<file path="config.mk">
export PLATFORM = sky130hd
export DESIGN_NAME = mux_pipe_flat
export DESIGN_NICKNAME = d
export VERILOG_FILES = /design/src/rtl/mips_pkg.sv /design/src/rtl/mux_pipe_if.sv /design/src/rtl/mux_sel_comb.sv /design/src/rtl/mux_pipe.sv /design/src/flat_wrapper.sv
export SDC_FILE = /design/constraint.sdc
export NUM_CORES = 1
export LEC_CHECK = 0
export ABC_AREA = 1
export CAP_MARGIN = 40
export CORE_AREA = 4 4 91 76
export DETAILED_ROUTE_END_ITERATION = 16
export DIE_AREA = 0 0 95 80
export GPL_TIMING_DRIVEN = 0
export PLACE_DENSITY_LB_ADDON = 0.2
export SLEW_MARGIN = 40
export SYNTH_ARGS = -nofsm -noshare
export SYNTH_HDL_FRONTEND = slang
export SYNTH_SLANG_ARGS = --single-unit
</file>
<file path="constraint.sdc">
create_clock -name clk -period 1.8 [get_ports clk]
set_input_delay 0.36 -clock clk [delete_from_list [all_inputs] [get_ports clk]]
set_output_delay 0.36 -clock clk [all_outputs]
set_load 0.1 [all_outputs]
</file>
<file path="src/rtl/mips_pkg.sv">
`default_nettype none
// ============================================================================
//  Module      : mips_pkg
//  Description : Definitions shared across the MIPS datapath blocks: the
//                datapath word width, the channel ceiling for mux_pipe and
//                the mux_pipe occupancy state encoding.
//  Revision    : 1.0  - initial release
// ============================================================================
package mips_pkg;

    // Native word width of the datapath.
    localparam int WORD_W     = 32;

    // Largest channel count mux_pipe is qualified for.
    localparam int MUX_MAX_IN = 16;

    // Occupancy of mux_pipe. ST_ONE doubles as "FULL" when there is no skid
    // buffer. ST_TWO is reachable only when the skid buffer is built in.
    typedef enum logic [1:0] {
        ST_EMPTY = 2'd0,
        ST_ONE   = 2'd1,
        ST_TWO   = 2'd2
    } mux_state_t;

endpackage
`default_nettype wire

</file>
<file path="src/rtl/mux_pipe_if.sv">
`default_nettype none
// ============================================================================
//  Module      : mux_pipe_if
//  Description : Handshake and data bundle for mux_pipe.
//                master modport : the upstream/downstream environment
//                slave  modport : the mux_pipe block
//  Signals     : in_valid/in_ready   upstream handshake
//                sel [SEL_W]         channel select
//                in_data [NUM_IN*WIDTH] flattened channels; channel k is
//                                    in_data[k*WIDTH +: WIDTH]
//                out_valid/out_ready downstream handshake
//                out_data [WIDTH]    selected channel, registered
//                sel_err             out-of-range select flag for this beat
//  Revision    : 1.0  - initial release
// ============================================================================
interface mux_pipe_if
    import mips_pkg::*;
#(
    parameter int WIDTH  = WORD_W,
    parameter int NUM_IN = 4
);
    localparam int SEL_W = $clog2(NUM_IN);

    logic                    in_valid;
    logic                    in_ready;
    logic [SEL_W-1:0]        sel;
    logic [NUM_IN*WIDTH-1:0] in_data;
    logic                    out_valid;
    logic                    out_ready;
    logic [WIDTH-1:0]        out_data;
    logic                    sel_err;

    modport master (
        output in_valid,
        output sel,
        output in_data,
        output out_ready,
        input  in_ready,
        input  out_valid,
        input  out_data,
        input  sel_err
    );

    modport slave (
        input  in_valid,
        input  sel,
        input  in_data,
        input  out_ready,
        output in_ready,
        output out_valid,
        output out_data,
        output sel_err
    );

endinterface
`default_nettype wire

</file>
<file path="src/rtl/mux_sel_comb.sv">
`default_nettype none
// ============================================================================
//  Module      : mux_sel_comb
//  Description : Purely combinational N-way, W-bit selector with
//                out-of-range detection. An out-of-range select yields an
//                all-zero word with o_err set.
//  Ports       : i_sel  [SEL_W]         channel select
//                i_data [NUM_IN*WIDTH]  flattened channels
//                o_data [WIDTH]         selected channel (0 when out of range)
//                o_err                  select >= NUM_IN
//  Revision    : 1.0  - initial release
// ============================================================================
module mux_sel_comb
    import mips_pkg::*;
#(
    parameter int WIDTH  = WORD_W,
    parameter int NUM_IN = 4,
    parameter int SEL_W  = $clog2(NUM_IN)
) (
    input  wire logic [SEL_W-1:0]        i_sel,
    input  wire logic [NUM_IN*WIDTH-1:0] i_data,
    output logic      [WIDTH-1:0]        o_data,
    output logic                         o_err
);

    logic [WIDTH-1:0] w_data;
    logic             w_err;

    // Start from the out-of-range result; a matching channel overrides it.
    // With NUM_IN a power of two every code matches and w_err never survives.
    always_comb begin
        w_data = '0;
        w_err  = 1'b1;
        for (int k = 0; k < NUM_IN; k++) begin
            if (i_sel == SEL_W'(k)) begin
                w_data = i_data[k*WIDTH +: WIDTH];
                w_err  = 1'b0;
            end
        end
    end

    assign o_data = w_data;
    assign o_err  = w_err;

endmodule
`default_nettype wire

</file>
<file path="src/rtl/mux_pipe.sv">
`default_nettype none
// ============================================================================
//  Module      : mux_pipe
//  Description : Parametrised N-way, W-bit selector with a registered output
//                stage and valid/ready handshake. Select and data are captured
//                together on the accept edge. Latency accept->out_valid is 1.
//  Ports       : clk            system clock, rising edge
//                rst            synchronous active-high reset
//                bus (slave)    in_valid, in_ready, sel, in_data,
//                               out_valid, out_ready, out_data, sel_err
//  Parameters  : WIDTH  (default WORD_W = 32) channel / output width
//                NUM_IN (default 4, range 2..MUX_MAX_IN) channel count
//  Options     : MUX_PIPE_SKID_EN - when defined, a second (skid) entry is
//                added and in_ready becomes a registered output
//                (EMPTY/ONE/TWO). When undefined, one output register and a
//                combinational in_ready = !out_valid || out_ready.
//  Revision    : 1.0  - initial release
// ============================================================================
module mux_pipe
    import mips_pkg::*;
#(
    parameter int WIDTH  = WORD_W,
    parameter int NUM_IN = 4
) (
    input  wire logic clk,
    input  wire logic rst,
    mux_pipe_if.slave bus
);

    localparam int SEL_W = $clog2(NUM_IN);

    // ------------------------------------------------------------------
    // Selector: one instance feeds both the output and skid registers.
    // ------------------------------------------------------------------
    logic [WIDTH-1:0] w_sel_data;
    logic             w_sel_err;

    mux_sel_comb #(
        .WIDTH  (WIDTH),
        .NUM_IN (NUM_IN),
        .SEL_W  (SEL_W)
    ) u_sel (
        .i_sel  (bus.sel),
        .i_data (bus.in_data),
        .o_data (w_sel_data),
        .o_err  (w_sel_err)
    );

    // ------------------------------------------------------------------
    // State and datapath registers
    // ------------------------------------------------------------------
    mux_state_t       r_state;
    mux_state_t       w_state_nxt;
    logic [WIDTH-1:0] r_data;
    logic             r_err;

    logic w_out_valid;
    logic w_in_ready;
    logic w_accept;
    logic w_drain;
    logic w_load_out;

    assign w_out_valid = (r_state != ST_EMPTY);
    assign w_accept    = bus.in_valid && w_in_ready;
    assign w_drain     = w_out_valid && bus.out_ready;

`ifdef MUX_PIPE_SKID_EN
    logic [WIDTH-1:0] r_skid_data;
    logic             r_skid_err;
    logic             r_in_ready;
    logic             w_load_skid;
    logic             w_skid_to_out;

    // Registered ready: it only depends on whether the skid slot will be
    // occupied after this edge, so it never combinationally follows out_ready.
    assign w_in_ready = r_in_ready;
`else
    // Ready whenever the output register is empty or is being emptied now.
    assign w_in_ready = !w_out_valid || bus.out_ready;
`endif

    // ------------------------------------------------------------------
    // Next-state / load control
    // ------------------------------------------------------------------
    always_comb begin
        w_state_nxt = r_state;
        w_load_out  = 1'b0;
`ifdef MUX_PIPE_SKID_EN
        w_load_skid   = 1'b0;
        w_skid_to_out = 1'b0;
`endif
        case (r_state)
            ST_EMPTY: begin
                if (w_accept) begin
                    w_state_nxt = ST_ONE;
                    w_load_out  = 1'b1;
                end
            end
            ST_ONE: begin
`ifdef MUX_PIPE_SKID_EN
                if (w_accept && w_drain) begin
                    w_load_out = 1'b1;
                end else if (w_accept) begin
                    // Output is stalled: park the new beat behind it.
                    w_state_nxt = ST_TWO;
                    w_load_skid = 1'b1;
                end else if (w_drain) begin
                    w_state_nxt = ST_EMPTY;
                end
`else
                if (w_accept) begin
                    // Drain and accept on the same edge: replace, no bubble.
                    w_load_out = 1'b1;
                end else if (w_drain) begin
                    w_state_nxt = ST_EMPTY;
                end
`endif
            end
`ifdef MUX_PIPE_SKID_EN
            ST_TWO: begin
                // in_ready is low here, so only the skid entry can move.
                if (w_drain) begin
                    w_state_nxt   = ST_ONE;
                    w_skid_to_out = 1'b1;
                end
            end
`endif
            default: begin
                w_state_nxt = ST_EMPTY;
            end
        endcase
    end

    // ------------------------------------------------------------------
    // Sequential state
    // ------------------------------------------------------------------
    always_ff @(posedge clk) begin
        if (rst) begin
            r_state <= ST_EMPTY;
        end else begin
            r_state <= w_state_nxt;
        end
    end

    always_ff @(posedge clk) begin
        if (rst) begin
            r_data <= '0;
            r_err  <= 1'b0;
        end else if (w_load_out) begin
            r_data <= w_sel_data;
            r_err  <= w_sel_err;
`ifdef MUX_PIPE_SKID_EN
        end else if (w_skid_to_out) begin
            r_data <= r_skid_data;
            r_err  <= r_skid_err;
`endif
        end
    end

`ifdef MUX_PIPE_SKID_EN
    always_ff @(posedge clk) begin
        if (rst) begin
            r_skid_data <= '0;
            r_skid_err  <= 1'b0;
            r_in_ready  <= 1'b1;
        end else begin
            if (w_load_skid) begin
                r_skid_data <= w_sel_data;
                r_skid_err  <= w_sel_err;
            end
            r_in_ready <= (w_state_nxt != ST_TWO);
        end
    end
`endif

    // ------------------------------------------------------------------
    // Outputs
    // ------------------------------------------------------------------
    assign bus.in_ready  = w_in_ready;
    assign bus.out_valid = w_out_valid;
    assign bus.out_data  = r_data;
    assign bus.sel_err   = r_err;

endmodule
`default_nettype wire

</file>
<file path="src/flat_wrapper.sv">
// flat-port wrapper written by rule: the top's interface ports become plain ports
module mux_pipe_flat import mips_pkg::*;
#(
    parameter int WIDTH  = WORD_W,
    parameter int NUM_IN = 4
)
  (clk, rst, bus_in_valid, bus_sel, bus_in_data, bus_out_ready, bus_in_ready, bus_out_valid, bus_out_data, bus_sel_err);
  mux_pipe_if #(.WIDTH(WIDTH), .NUM_IN(NUM_IN)) bus_i ();
  input  wire logic clk;
  input  wire logic rst;
  input wire logic [$bits(bus_i.in_valid)-1:0] bus_in_valid;
  input wire logic [$bits(bus_i.sel)-1:0] bus_sel;
  input wire logic [$bits(bus_i.in_data)-1:0] bus_in_data;
  input wire logic [$bits(bus_i.out_ready)-1:0] bus_out_ready;
  output wire logic [$bits(bus_i.in_ready)-1:0] bus_in_ready;
  output wire logic [$bits(bus_i.out_valid)-1:0] bus_out_valid;
  output wire logic [$bits(bus_i.out_data)-1:0] bus_out_data;
  output wire logic [$bits(bus_i.sel_err)-1:0] bus_sel_err;
  assign bus_i.in_valid = bus_in_valid;
  assign bus_i.sel = bus_sel;
  assign bus_i.in_data = bus_in_data;
  assign bus_i.out_ready = bus_out_ready;
  assign bus_in_ready = bus_i.in_ready;
  assign bus_out_valid = bus_i.out_valid;
  assign bus_out_data = bus_i.out_data;
  assign bus_sel_err = bus_i.sel_err;
  mux_pipe #(.WIDTH(WIDTH), .NUM_IN(NUM_IN)) u_core (.clk(clk), .rst(rst), .bus(bus_i));
endmodule
</file>
==> impl_metrics.env <==
export IMPL_dp_hpwl_mm=7.23
export IMPL_critical_path_reg2reg_startpoint="u_core.r_state[0]"
export IMPL_worst_ep_required_time_ns=1.44
export IMPL_clkSinkCount=34
export IMPL_finalPower_mw=2.61
export IMPL_min_period_ns=1.70
export IMPL_start_util_pct=36.2
export IMPL_place_congestion=0.844
export IMPL_area_growth_pct=80.1
export IMPL_grt_ovfl_total=0
export IMPL_ys_types=16
export IMPL_finalHoldViolations=0
export IMPL_ys_warn_count=0
export IMPL_timing_max_cap_violations=0
export IMPL_post_cts_buffers=0
export IMPL_r2r_end="u_core.bus.out_data[3]"
export IMPL_dieWidth_um=95
export IMPL_slew_violations=0
export IMPL_syn_inst=354
export IMPL_wl_per_cell_um=14.8
export IMPL_fin_skew_ns=0.00698
export IMPL_pin_count=169
export IMPL_drive_above_1_share_pct=13.4
export IMPL_rrSetupSlack_ns=0.50
export IMPL_grt_max_degree=12
export IMPL_dp_cells=601
export IMPL_die_y_um=80
export IMPL_syn_area_per_cell_sq_um=6.01
export IMPL_fmax_ghz=0.587
export IMPL_initialDrtViolationCount=106
export IMPL_final_period_utilization_pct=94.7
export IMPL_path_class="in2out"
export IMPL_hold_buffers=0
export IMPL_postCtsResizedCells=0
export IMPL_grt_pass1_vias=2826
export IMPL_leakage_nw=1.66
export IMPL_h_tree_depth=2
export IMPL_clk_pin_slew_worst_paths_ns=0.07
export IMPL_cts_path_max_buffers=2
export IMPL_post_route_util_pct=65.1
export IMPL_cts_root_buf="clkbuf_8"
export IMPL_dieArea_sq_um=7600
export IMPL_powerDensity_nw_per_um2=682
export IMPL_multi_input_area_sq_um=1280
export IMPL_final_cell_area_sq_um=3830
export IMPL_status="finished clean"
export IMPL_ant_nets=0
export IMPL_core_sq_um=5880
export IMPL_seq_area_frac_synth_pct=32.0
export IMPL_end_kind="output port"
export IMPL_ys_seq_elements=34
export IMPL_grt_pass1_wl_mm=13.8
export IMPL_nets=661
export IMPL_min_from="rst"
export IMPL_hold_class="in2reg"
export IMPL_fillers=577
export IMPL_worstPathArrival_ns=1.34
export IMPL_netlist_area_sq_um=2130
export IMPL_finalNonFillerCells=609
export IMPL_crit_fanout=3
export IMPL_finalSetupViolations=0
export IMPL_drc=0
export IMPL_via_per_inst=4.94
export IMPL_track_usage_pct=23.2
export IMPL_cts_tree="done"
export IMPL_first_pass_iters=4
export IMPL_ir_drop_uv=346
export IMPL_ff2ff_path_depth=7
export IMPL_grt_setup_unrepaired="false"
export IMPL_vias=3006
export IMPL_synth_nets=488
export IMPL_setup_ws_ns=0.0963
export IMPL_min_path_cells=2
export IMPL_drt_wl_total_mm=9.00
export IMPL_slew_headroom_pct=65.9
export IMPL_io_buffer_count=166
export IMPL_fp_row_count=25
export IMPL_dp_slack_ns=-0.00808
export IMPL_tightest_slew_ns=0.511
export IMPL_numCtsBuffers=5
export IMPL_start_kind="input pin"
export IMPL_antenna_found_initial=0
export IMPL_seqCellArea_sq_um=682
export IMPL_diodes=0
export IMPL_clk_latency_ns=0.28
export IMPL_holdPathEnd="u_core.bus.out_data[11]"
export IMPL_dpl_instance_area_sq_um=3720
cells by family (layout without fill, tap and decap cells):
group                  count (synthesis)  count (layout)  synth area share (%)
AO/OA/AOI/OAI                         74              74                  17.4
buffers and inverters                 34             208                  7.88
flip-flops                            34              34                  32.0
AND/OR/NAND/NOR                      212             212                  42.7
layer usage:
metal / vias up / GRT usage, % / routed length, um
met2: 125 / 40.8 / 4310
met1: 1358 / 27.9 / 3700
met5: - / 0 / 0
met4: 0 / 3.60 / 33
li1: 1521 / - / -
met3: 2 / 7.63 / 960
registers in the layout (all words and copies together) (netlist names):
| name | flops |
|---|---|
| u_core.r_state | 1 |
| u_core.bus.out_data | 32 |
| u_core.bus.sel_err | 1 |
layout by cell type (no fill, tap or decap):
cell / count
a21oi_1: 33
buf_2: 52
buf_4: 5
bufinv_16: 1
clkbuf_1: 6
clkbuf_8: 5
clkdlybuf4s50_1: 131
clkinv_2: 2
dfxtp_1: 33
dfxtp_2: 1
inv_1: 3
inv_2: 3
nand2_1: 90
nand2_4: 1
nand3_1: 64
nor2_1: 47
nor2_4: 1
o21ai_0: 14
o21ai_1: 27
or2_0: 6
or2_1: 3
cell usage after synthesis:
cell / count / area (sq um)
a21oi_1: 33 / 165
buf_2: 17 / 85.1
buf_4: 5 / 37.5
clkbuf_1: 6 / 22.5
dfxtp_1: 34 / 681
inv_1: 3 / 11.3
inv_2: 3 / 11.3
nand2_1: 90 / 338
nand2_2: 1 / 6.26
nand3_1: 64 / 320
nor2_1: 47 / 176
nor2_4: 1 / 11.3
o21ai_0: 14 / 70.1
o21ai_1: 27 / 135
or2_0: 6 / 37.5
or2_1: 3 / 18.8
worst max path at each step:
stage                                 start                endpoint  slack [ns]  cells past startpoint
after detailed placement      bus_out_ready  u_core.bus.out_data[3]      -0.008                      9
after global placement        bus_out_ready            bus_in_ready       -0.62                      4
after CTS                     bus_out_ready            bus_in_ready        0.09                      4
after global routing          bus_out_ready            bus_in_ready        0.05                      4
after floorplan           u_core.r_state[0]  u_core.bus.out_data[0]       0.007                      7
final                         bus_out_ready            bus_in_ready         0.1                      4
power by group:
part | internal (mW) | switching [mW] | total, mW
clock | 0.408 | 0.284 | 0.692
sequential | 0.806 | 0.0243 | 0.830
combinational | 0.402 | 0.687 | 1.09
total | 1.62 | 0.995 | 2.61
layout make-up:
cell class | instances | area share (%)
clock inverters | 3 | 1.05
inverters | 6 | 0.588
repair buffers | 166 | 38.8
clock buffers | 5 | 1.80
multi-input cells | 286 | 33.5
plain buffers | 28 | 3.79
flip-flops and latches | 34 | 17.8
well taps | 81 | 2.65
critical path, stage by stage:
cell             delay (ns)
clkdlybuf4s50_1        0.45
inv_1                  0.05
nand2_4                0.06
buf_2                  0.42
stage by stage:
step	hold WS [ns]	TNS, ns
after floorplan	0.486	0
after global placement	0.434	-1.00
after detailed placement	0.436	-0.0322
after CTS	0.405	0
after global routing	0.424	0
final	0.411	0
No activity file was read; power rests on OpenSTA's default activity.
